**src/rtl/exp_acc_pkg.sv**
```systemverilog
// Shared constants, FSM state type and sum-width helper for the exp frame accumulator.
package exp_acc_pkg;
  localparam int DATA_W      = 20;
  localparam int DEF_VEC_LEN = 16;
  localparam int DEF_SAT_W   = 22;

  typedef enum logic {IDLE, ACC} state_t;

  // Width that holds vl maximal dw-bit values without overflow.
  function automatic int sum_w(input int dw, input int vl);
    return dw + $clog2(vl);
  endfunction
endpackage

```
**src/rtl/exp_frame_acc_if.sv**
```systemverilog
// Sample stream in / frame result out bundle between exp stage and frame accumulator.
interface exp_frame_acc_if #(
  parameter int DATA_W = 20,
  parameter int SUM_W  = 24,
  parameter int CNT_W  = 5
);
  logic [DATA_W-1:0] iData;
  logic              iDataValid;
  logic              iLast;
  logic              iClear;
  logic [SUM_W-1:0]  oSum;
  logic              oSumValid;
  logic [CNT_W-1:0]  oCount;
  logic              oOverflow;

  modport master (output iData, iDataValid, iLast, iClear,
                  input  oSum, oSumValid, oCount, oOverflow);
  modport slave  (input  iData, iDataValid, iLast, iClear,
                  output oSum, oSumValid, oCount, oOverflow);
endinterface

```
**src/rtl/exp_acc_frame_cnt.sv**
```systemverilog
// Frame element counter and IDLE/ACC FSM; flags the sample that closes a frame.
module exp_acc_frame_cnt
  import exp_acc_pkg::*;
#(
  parameter int VEC_LEN = DEF_VEC_LEN,
  parameter int CNT_W   = $clog2(VEC_LEN+1)
) (
  input  logic             clk,
  input  logic             rst_n,
  input  logic             i_valid,
  input  logic             i_last,
  input  logic             i_clear,
  output logic [CNT_W-1:0] o_cnt,
  output logic             o_close
);
  state_t           r_state;
  logic [CNT_W-1:0] r_cnt;
  logic [CNT_W-1:0] w_cnt_inc;
  logic             w_accept;

  assign w_cnt_inc = r_cnt + CNT_W'(1);
  assign w_accept  = i_valid & ~i_clear;
  // Reaching VEC_LEN forces a close so the count can never wrap.
  assign o_close   = w_accept & (i_last | (w_cnt_inc == CNT_W'(VEC_LEN)));
  assign o_cnt     = r_cnt;

  always_ff @(posedge clk or negedge rst_n) begin
    if (!rst_n) begin
      r_state <= IDLE;
      r_cnt   <= '0;
    end else begin
      case (r_state)
        IDLE: begin
          if (w_accept && !o_close) begin
            r_state <= ACC;
            r_cnt   <= w_cnt_inc;
          end
        end
        ACC: begin
          if (i_clear || o_close) begin
            r_state <= IDLE;
            r_cnt   <= '0;
          end else if (w_accept) begin
            r_cnt   <= w_cnt_inc;
          end
        end
      endcase
    end
  end
endmodule

```
**src/rtl/exp_frame_acc.sv**
```systemverilog
// Softmax denominator accumulator: sums a frame of exp samples, pulses sum/count/overflow at close.
// Optional EXP_ACC_SAT_EN: SAT_W-bit saturating accumulator with sticky per-frame overflow flag.
module exp_frame_acc #(
  parameter int DATA_W  = exp_acc_pkg::DATA_W,
  parameter int VEC_LEN = exp_acc_pkg::DEF_VEC_LEN,
  parameter int SUM_W   = exp_acc_pkg::sum_w(DATA_W, VEC_LEN),
  parameter int CNT_W   = $clog2(VEC_LEN+1)
`ifdef EXP_ACC_SAT_EN
  , parameter int SAT_W = exp_acc_pkg::DEF_SAT_W
`endif
) (
  input  logic            clk,
  input  logic            rst_n,
  exp_frame_acc_if.slave  bus
);
`ifdef EXP_ACC_SAT_EN
  localparam int ACC_W = SAT_W;
`else
  localparam int ACC_W = SUM_W;
`endif

  logic [ACC_W-1:0] r_acc;
  logic [ACC_W-1:0] w_acc_nxt;
  logic [SUM_W-1:0] r_sum;
  logic [CNT_W-1:0] r_count;
  logic             r_sum_vld;
  logic [CNT_W-1:0] w_cnt;
  logic             w_close;

  exp_acc_frame_cnt #(.VEC_LEN(VEC_LEN), .CNT_W(CNT_W)) u_cnt (
    .clk     (clk),
    .rst_n   (rst_n),
    .i_valid (bus.iDataValid),
    .i_last  (bus.iLast),
    .i_clear (bus.iClear),
    .o_cnt   (w_cnt),
    .o_close (w_close)
  );

`ifdef EXP_ACC_SAT_EN
  logic [ACC_W:0] w_raw;
  logic           w_ovf_nxt;
  logic           r_ovf;
  logic           r_ovf_o;

  assign w_raw     = {1'b0, r_acc} + (ACC_W+1)'(bus.iData);
  assign w_acc_nxt = w_raw[ACC_W] ? '1 : w_raw[ACC_W-1:0];
  assign w_ovf_nxt = r_ovf | w_raw[ACC_W];

  always_ff @(posedge clk or negedge rst_n) begin
    if (!rst_n) begin
      r_ovf   <= 1'b0;
      r_ovf_o <= 1'b0;
    end else begin
      if (bus.iClear || w_close) r_ovf <= 1'b0;
      else if (bus.iDataValid)   r_ovf <= w_ovf_nxt;
      if (w_close) r_ovf_o <= w_ovf_nxt;
    end
  end

  assign bus.oOverflow = r_ovf_o;
`else
  // SUM_W is wide enough for a full frame of maximal samples, so no overflow is possible.
  assign w_acc_nxt     = r_acc + ACC_W'(bus.iData);
  assign bus.oOverflow = 1'b0;
`endif

  always_ff @(posedge clk or negedge rst_n) begin
    if (!rst_n) begin
      r_acc     <= '0;
      r_sum     <= '0;
      r_count   <= '0;
      r_sum_vld <= 1'b0;
    end else begin
      r_sum_vld <= w_close;
      if (bus.iClear || w_close) r_acc <= '0;
      else if (bus.iDataValid)   r_acc <= w_acc_nxt;
      if (w_close) begin
        r_sum   <= SUM_W'(w_acc_nxt);
        r_count <= w_cnt + CNT_W'(1);
      end
    end
  end

  assign bus.oSum      = r_sum;
  assign bus.oCount    = r_count;
  assign bus.oSumValid = r_sum_vld;
endmodule

```
**src/flat_wrapper.sv**
```systemverilog
// flat-port wrapper written by rule: the top's interface ports become plain ports
module exp_frame_acc_flat 
#(
  parameter int DATA_W  = exp_acc_pkg::DATA_W,
  parameter int VEC_LEN = exp_acc_pkg::DEF_VEC_LEN,
  parameter int SUM_W   = exp_acc_pkg::sum_w(DATA_W, VEC_LEN),
  parameter int CNT_W   = $clog2(VEC_LEN+1)

)
  (clk, rst_n, bus_iData, bus_iDataValid, bus_iLast, bus_iClear, bus_oSum, bus_oSumValid, bus_oCount, bus_oOverflow);
  exp_frame_acc_if #(.DATA_W(DATA_W), .SUM_W(SUM_W), .CNT_W(CNT_W)) bus_i ();
  input  logic clk;
  input  logic rst_n;
  input wire logic [$bits(bus_i.iData)-1:0] bus_iData;
  input wire logic [$bits(bus_i.iDataValid)-1:0] bus_iDataValid;
  input wire logic [$bits(bus_i.iLast)-1:0] bus_iLast;
  input wire logic [$bits(bus_i.iClear)-1:0] bus_iClear;
  output wire logic [$bits(bus_i.oSum)-1:0] bus_oSum;
  output wire logic [$bits(bus_i.oSumValid)-1:0] bus_oSumValid;
  output wire logic [$bits(bus_i.oCount)-1:0] bus_oCount;
  output wire logic [$bits(bus_i.oOverflow)-1:0] bus_oOverflow;
  assign bus_i.iData = bus_iData;
  assign bus_i.iDataValid = bus_iDataValid;
  assign bus_i.iLast = bus_iLast;
  assign bus_i.iClear = bus_iClear;
  assign bus_oSum = bus_i.oSum;
  assign bus_oSumValid = bus_i.oSumValid;
  assign bus_oCount = bus_i.oCount;
  assign bus_oOverflow = bus_i.oOverflow;
  exp_frame_acc #(.DATA_W(DATA_W), .VEC_LEN(VEC_LEN), .SUM_W(SUM_W), .CNT_W(CNT_W)) u_core (.clk(clk), .rst_n(rst_n), .bus(bus_i));
endmodule
```
**config.mk**
```make
export PLATFORM = sky130hd
export DESIGN_NAME = exp_frame_acc_flat
export DESIGN_NICKNAME = d
export VERILOG_FILES = /design/src/rtl/exp_acc_pkg.sv /design/src/rtl/exp_frame_acc_if.sv /design/src/rtl/exp_acc_frame_cnt.sv /design/src/rtl/exp_frame_acc.sv /design/src/flat_wrapper.sv
export SDC_FILE = /design/constraint.sdc
export NUM_CORES = 1
export LEC_CHECK = 0
export BUFFER_PORTS_ARGS = -buffer_cell sky130_fd_sc_hd__buf_2
export CAP_MARGIN = 20
export CORE_MARGIN = 1
export CORE_UTILIZATION = 60
export DETAILED_ROUTE_END_ITERATION = 7
export GPL_TIMING_DRIVEN = 0
export PLACE_DENSITY = 0.91
export SYNTH_ARGS = -nofsm -noshare
export SYNTH_HDL_FRONTEND = slang
export SYNTH_HIERARCHICAL = 1
export SYNTH_SLANG_ARGS = --single-unit
```
**constraint.sdc**
```tcl
create_clock -name clk -period 3.8 [get_ports clk]
set_input_delay 0.38 -clock clk [delete_from_list [all_inputs] [get_ports clk]]
set_output_delay 0.38 -clock clk [all_outputs]
set_load 0.01 [all_outputs]
```
After elaboration in Yosys (flattened, before gate mapping)
Index checks and enable logic that the tools add are counted.
{ "totals": {"wordCells": 30, "output_inout_bits": 31, "in_bits": 25, "register_bits": 60} }
{ "op_classes": {"n_mux": 9, "add_sub_neg": 2, "bitwise_logic": 5, "reduce_logical": 5, "eq_ne": 3} }
{ "ops": {"columns": ["cell", "count"], "rows": [
  ["24-bit two-way mux", 2],
  ["24-bit by 20-bit adder with 24-bit output", 1],
  ["5-bit two-way mux", 3],
  ["5-bit one-hot mux with 2 select lines", 1],
  ["5-bit by 1-bit adder with 5-bit output, second input constant", 1],
  ["5-bit == test, second input constant", 1],
  ["3-bit by 1-bit != test with 1-bit output, second input constant", 1],
  ["1-bit AND", 2],
  ["1-bit two-way mux", 2],
  ["2-bit != test, second input constant", 1],
  ["1-bit NOT", 2],
  ["1-bit one-hot mux with 2 select lines", 1],
  ["2-bit AND reduction", 1],
  ["2-bit nonzero test", 1],
  ["1-bit logical AND", 1],
  ["1-bit zero test", 1],
  ["1-bit logical OR", 1],
  ["1-bit OR", 1]
]} }

Depth between registers and ports, before layout
{ "depth": {"depth_word": 8, "ltp_mapped": 11, "mapped_depth_nobuf": 9} }

By module
The synthesis kept the hierarchy.
{ "modules_own_cells": {"columns": ["module", "n_inst", "seq_area_each_um2", "cells_each", "area_per_inst_um2"], "rows": [
  ["exp_frame_acc", 1, 1351.3, 382, 3627.2],
  ["exp_acc_frame_cnt", 1, 150.1, 46, 416.6]
]} }

Worst setup path before layout
No wires, ideal clock.
{ "synth_path": {"kind": "input port to flip-flop", "start": "in bus_iData[0]", "end": "reg u_core.r_sum[8], in the netlist u_core/bus.oSum[8]", "setup_time_ns": 0.125, "n_path_buf": 0, "slack_ns": 1.373, "t_arrival_ns": 2.302, "t_required_ns": 3.675, "cell_stages": 8, "cell_sequence": "ha_1 > fa_1 > a211oi_2 > o21bai_1 > a2111oi_0 > nor3_1 > xor2_1 > mux2_2"} }
{ "synth_between": {"elab_chain_len": 1} }
{ "synth_rtl": {"columns": ["item", "line_no", "source"], "rows": [
  ["from (decl)", "flat_wrapper.sv:14", "input wire logic [$bits(bus_i.iData)-1:0] bus_iData;"],
  ["24-bit by 20-bit adder with 24-bit output", "exp_frame_acc.sv:64", "assign w_acc_nxt = r_acc + ACC_W'(bus.iData);"],
  ["to (signal assigned)", "exp_frame_acc.sv:79", "r_sum <= SUM_W'(w_acc_nxt);"],
  ["to (decl)", "exp_frame_acc.sv:24", "logic [SUM_W-1:0] r_sum;"]
]} }
No other way between the ends.
A chain may end at the register's enable or synchronous reset.

Final worst setup path
{ "layout_path": {"start": "reg u_core.u_cnt.r_cnt[0], in the netlist u_core/u_cnt/o_cnt[0]", "end": "reg u_core.r_acc[19]"} }
{ "layout_between": {"elab_chain_len": 6, "word_cells_on_any_way": 7, "classes_between": "add/sub (1); eq/ne (1); mux (1); bitwise (2); reduce/logical (2)"} }
{ "layout_rtl": {"columns": ["item", "line_no", "source"], "rows": [
  ["from (decl)", "exp_acc_frame_cnt.sv:17", "logic [CNT_W-1:0] r_cnt;"],
  ["from (signal assigned)", "exp_acc_frame_cnt.sv:36", "r_cnt <= w_cnt_inc;"],
  ["from (signal assigned)", "exp_acc_frame_cnt.sv:44", "r_cnt <= w_cnt_inc;"],
  ["5-bit by 1-bit adder with 5-bit output *", "exp_acc_frame_cnt.sv:21", "assign w_cnt_inc = r_cnt + CNT_W'(1);"],
  ["5-bit == test *", "exp_acc_frame_cnt.sv:24", "assign o_close = w_accept & (i_last | (w_cnt_inc == CNT_W'(VEC_LEN)));"],
  ["1-bit OR *", "exp_acc_frame_cnt.sv:24", null],
  ["1-bit AND *", "exp_acc_frame_cnt.sv:24", null],
  ["via u_core.w_close", "exp_frame_acc.sv:28", "logic w_close;"],
  ["1-bit logical OR *", "exp_frame_acc.sv:76", "if (bus.iClear || w_close) r_acc <= '0;"],
  ["24-bit two-way mux or 2-bit nonzero test (tied branches)", null, null],
  ["to (signal assigned)", "exp_frame_acc.sv:77", "else if (bus.iDataValid) r_acc <= w_acc_nxt;"],
  ["to (decl)", "exp_frame_acc.sv:22", "logic [ACC_W-1:0] r_acc;"]
]} }
Mark *: on every way through the listed nets, which the timed path passes. The rest lies on a longest branch.

==> flow_summary.toml <==
[outcome]
outcome = "finished, violations left"
violations = "DRC"

[critical_path]
crit_required_ns = 4.02
r2r_cells = 11
start_kind = "flip-flop"
crit_fanout = 10
critPathKind = "reg -> reg"
cp.arrival_ns = 3.07
end_kind = "flip-flop"

[routing]
wl_per_cell_um = 17.8
drt_wl_total_um = 10300
via_count = 3732
drcViolationCount = 8
firstDrtPassIters = 7
drtAntennaViolNets = 0
drt_iter0_markers = 357
viasPerCell = 6.48

[logic_synthesis]
synth_area_um2 = 4040
synthCells = 428
synth_ff_type = "dfrtp_1"
synth_area_leaders = "dfrtp_1, ha_1, a21oi_1"
yosysWarningCount = 6
seq_area_frac_synth_pct = 37.1
synth.distinct_cells = 74
synth_seq_cells = 60
synth_top_area_share_pct = 37.1
synth_edf_count = 0
synth_top_area_cell = "dfrtp_1"
async_flop_share_pct = 100
synth_nets = 476
avgSynthCellArea_um2 = 9.45

[timing]
tns_ns = 0
tightest_slew_ns = 0.709
setup_viol = 0
rsz0062_at_grt = "no"
finalCriticalPeriod_ns = 2.85
hold_violations = 0
slew_violations = 0
fmax_ghz = 0.350
min_period_over_period_pct = 75.1
fin_skew_ns = 0.00655
relSlewSlack_pct = 52.8

[power_and_ir_drop]
leakage_uw = 0.00214
p_per_area_nw_per_um2 = 463
ir_worst_vdd_mv = 0.411

[floorplanning]
fp.dieW_um = 84.1
die_y_um = 84.1
start_util_pct = 63.0
dieArea_um2 = 7070
coreArea_um2 = 6420
ios = 56
rows = 29

[clock_network]
cts_setup_buffers = 0
hold_buffers = 0
clk_latency_ns = 0.34
clkTransAtPathRegs_ns = 0.07
cts_buffers = 9
clock_path_buffers = 2
cts_resized = 0
h-tree-depth = 3
cts_tree = "done"
cts.sinks = 60
root_buffer = "clkbuf_8"

[layout]
num-nets-final = 542
final_cell_mix = "dfrtp_1, buf_2, nor2_1"
final_layout_size_suffix_gt1_share_pct = 23.2
post-route-cell-area_um2 = 4620
final_common_cell = "dfrtp_1"
fillCellCount = 503
syn2layout_area_growth_pct = 14.3
antenna-diode-count = 0

[worst_hold_path]
worstHoldPathType = "in -> async"

[run]
cap_violations = 0

[placed_design]
postPlaceCellArea_um2 = 4430
io_buffer_count = 54
dp_hpwl_um = 7420
gp_congestion = 1.00

[global_routing]
antenna_found_initial = 0
first_global_vias = 3470
grt_pass1_wl_um = 16600
grt_max_degree = 42
grt_usage_pct = 29.9
overflow = 0
-- kinds of logic (layout without fill, tap and decap cells) --
logic type	after synthesis	in the layout	share of synthesized area, %
compound gates	126	126	23.3
xor+xnor	14	14	3.03
fa+ha+maj	23	23	7.30
buf+inv	33	104	4.83
flops	60	60	37.1
mux	22	22	5.82
other cells	1	1	0.0927
simple gates	149	149	18.5
-- cell type report --
cell class | count | area (um^2) | area share (%)
plain buffers | 21 | 150 | 3.25
clock buffers | 9 | 124 | 2.68
clock inverters | 7 | 67.6 | 1.46
inverters | 12 | 45.0 | 0.975
multi-input cells | 335 | 2350 | 50.8
flip-flops and latches | 60 | 1500 | 32.5
well taps | 77 | 96.3 | 2.08
repair buffers | 55 | 290 | 6.28
-- report_power, final --
group	switching [uW]	total, uW	internal, uW
registers	72.0	831	759
clock network	273	573	300
logic	418	735	316
total	763	2140	1380
-- critical path, stage by stage (launching register included) --
cell      delay (ns)
dfrtp_1         0.47
and2_4          0.21
buf_6           0.12
o22ai_2         0.13
a21oi_1         0.09
nor3b_1         0.36
clkbuf_8        0.25
nor2_1          0.07
clkbuf_1        0.26
clkbuf_1        0.37
a32oi_1         0.30
nand3_1         0.10
-- registers in the layout (all words and copies together) (netlist names) --
register              flops
u_core/bus.oSum          24
u_core/r_acc             24
u_core/bus.oCount         5
u_core/u_cnt/o_cnt        5
u_core/bus.oSumValid      1
u_core/u_cnt/r_state      1
-- synth_stat cells (3+ instances only) --
master,instances
inv_1,11
nor2_1,37
nand3b_1,3
o21ai_1,4
o31ai_1,5
nand2_1,33
o21ai_0,12
a2111oi_0,3
mux2i_1,10
a21oi_1,34
buf_6,5
dfrtp_1,60
nand3_1,22
a21boi_0,3
a21o_1,10
a211o_1,3
o21bai_1,3
and3_1,7
o21a_1,6
mux2_2,12
clkbuf_1,12
nor3_1,16
xor2_1,5
xnor2_1,9
clkbuf_8,3
a211oi_1,5
a32oi_1,4
and2_1,3
ha_1,22
or3_1,8
nand4_1,4
-- final timing paths --
check / startpoint / end / slack [ns]
setup / recovery: u_core/u_cnt/o_cnt[0] / u_core/r_acc[19] / 0.95
hold reg to reg: u_core/bus.oSum[17] / u_core/bus.oSum[17] / 0.48
setup reg to reg: u_core/u_cnt/o_cnt[0] / u_core/r_acc[19] / 0.95
min in group clk: bus_iDataValid / u_core/u_cnt/r_state / 0.37
hold / removal: rst_n / u_core/bus.oSum[17] / 0.006
max in group asynchronous: rst_n / u_core/r_acc[4] / 3.20
-- metrics by stage --
step                instances  power, uW  util [%]  setup WS [ns]  hold WS, ns
floorplan                 428       1330         -           1.37       0.0844
global placement          559       1530      68.7           1.05        0.461
detailed placement        560       1560      69.0           1.03        0.387
CTS                       576       2130      72.0          0.989       0.0169
global route              576       2250      72.0          0.794       0.0297
finish                    576       2140      72.0          0.946      0.00580
-- per-layer routing --
layer	vias to the layer above	track usage [%]	wire length [um]
met5	-	0	0
met4	0	8.78	133
met3	17	6.23	844
met2	187	47.6	4810
met1	1799	41.4	4480
li1	1729	-	-
Power figures use the tool's default switching activity.
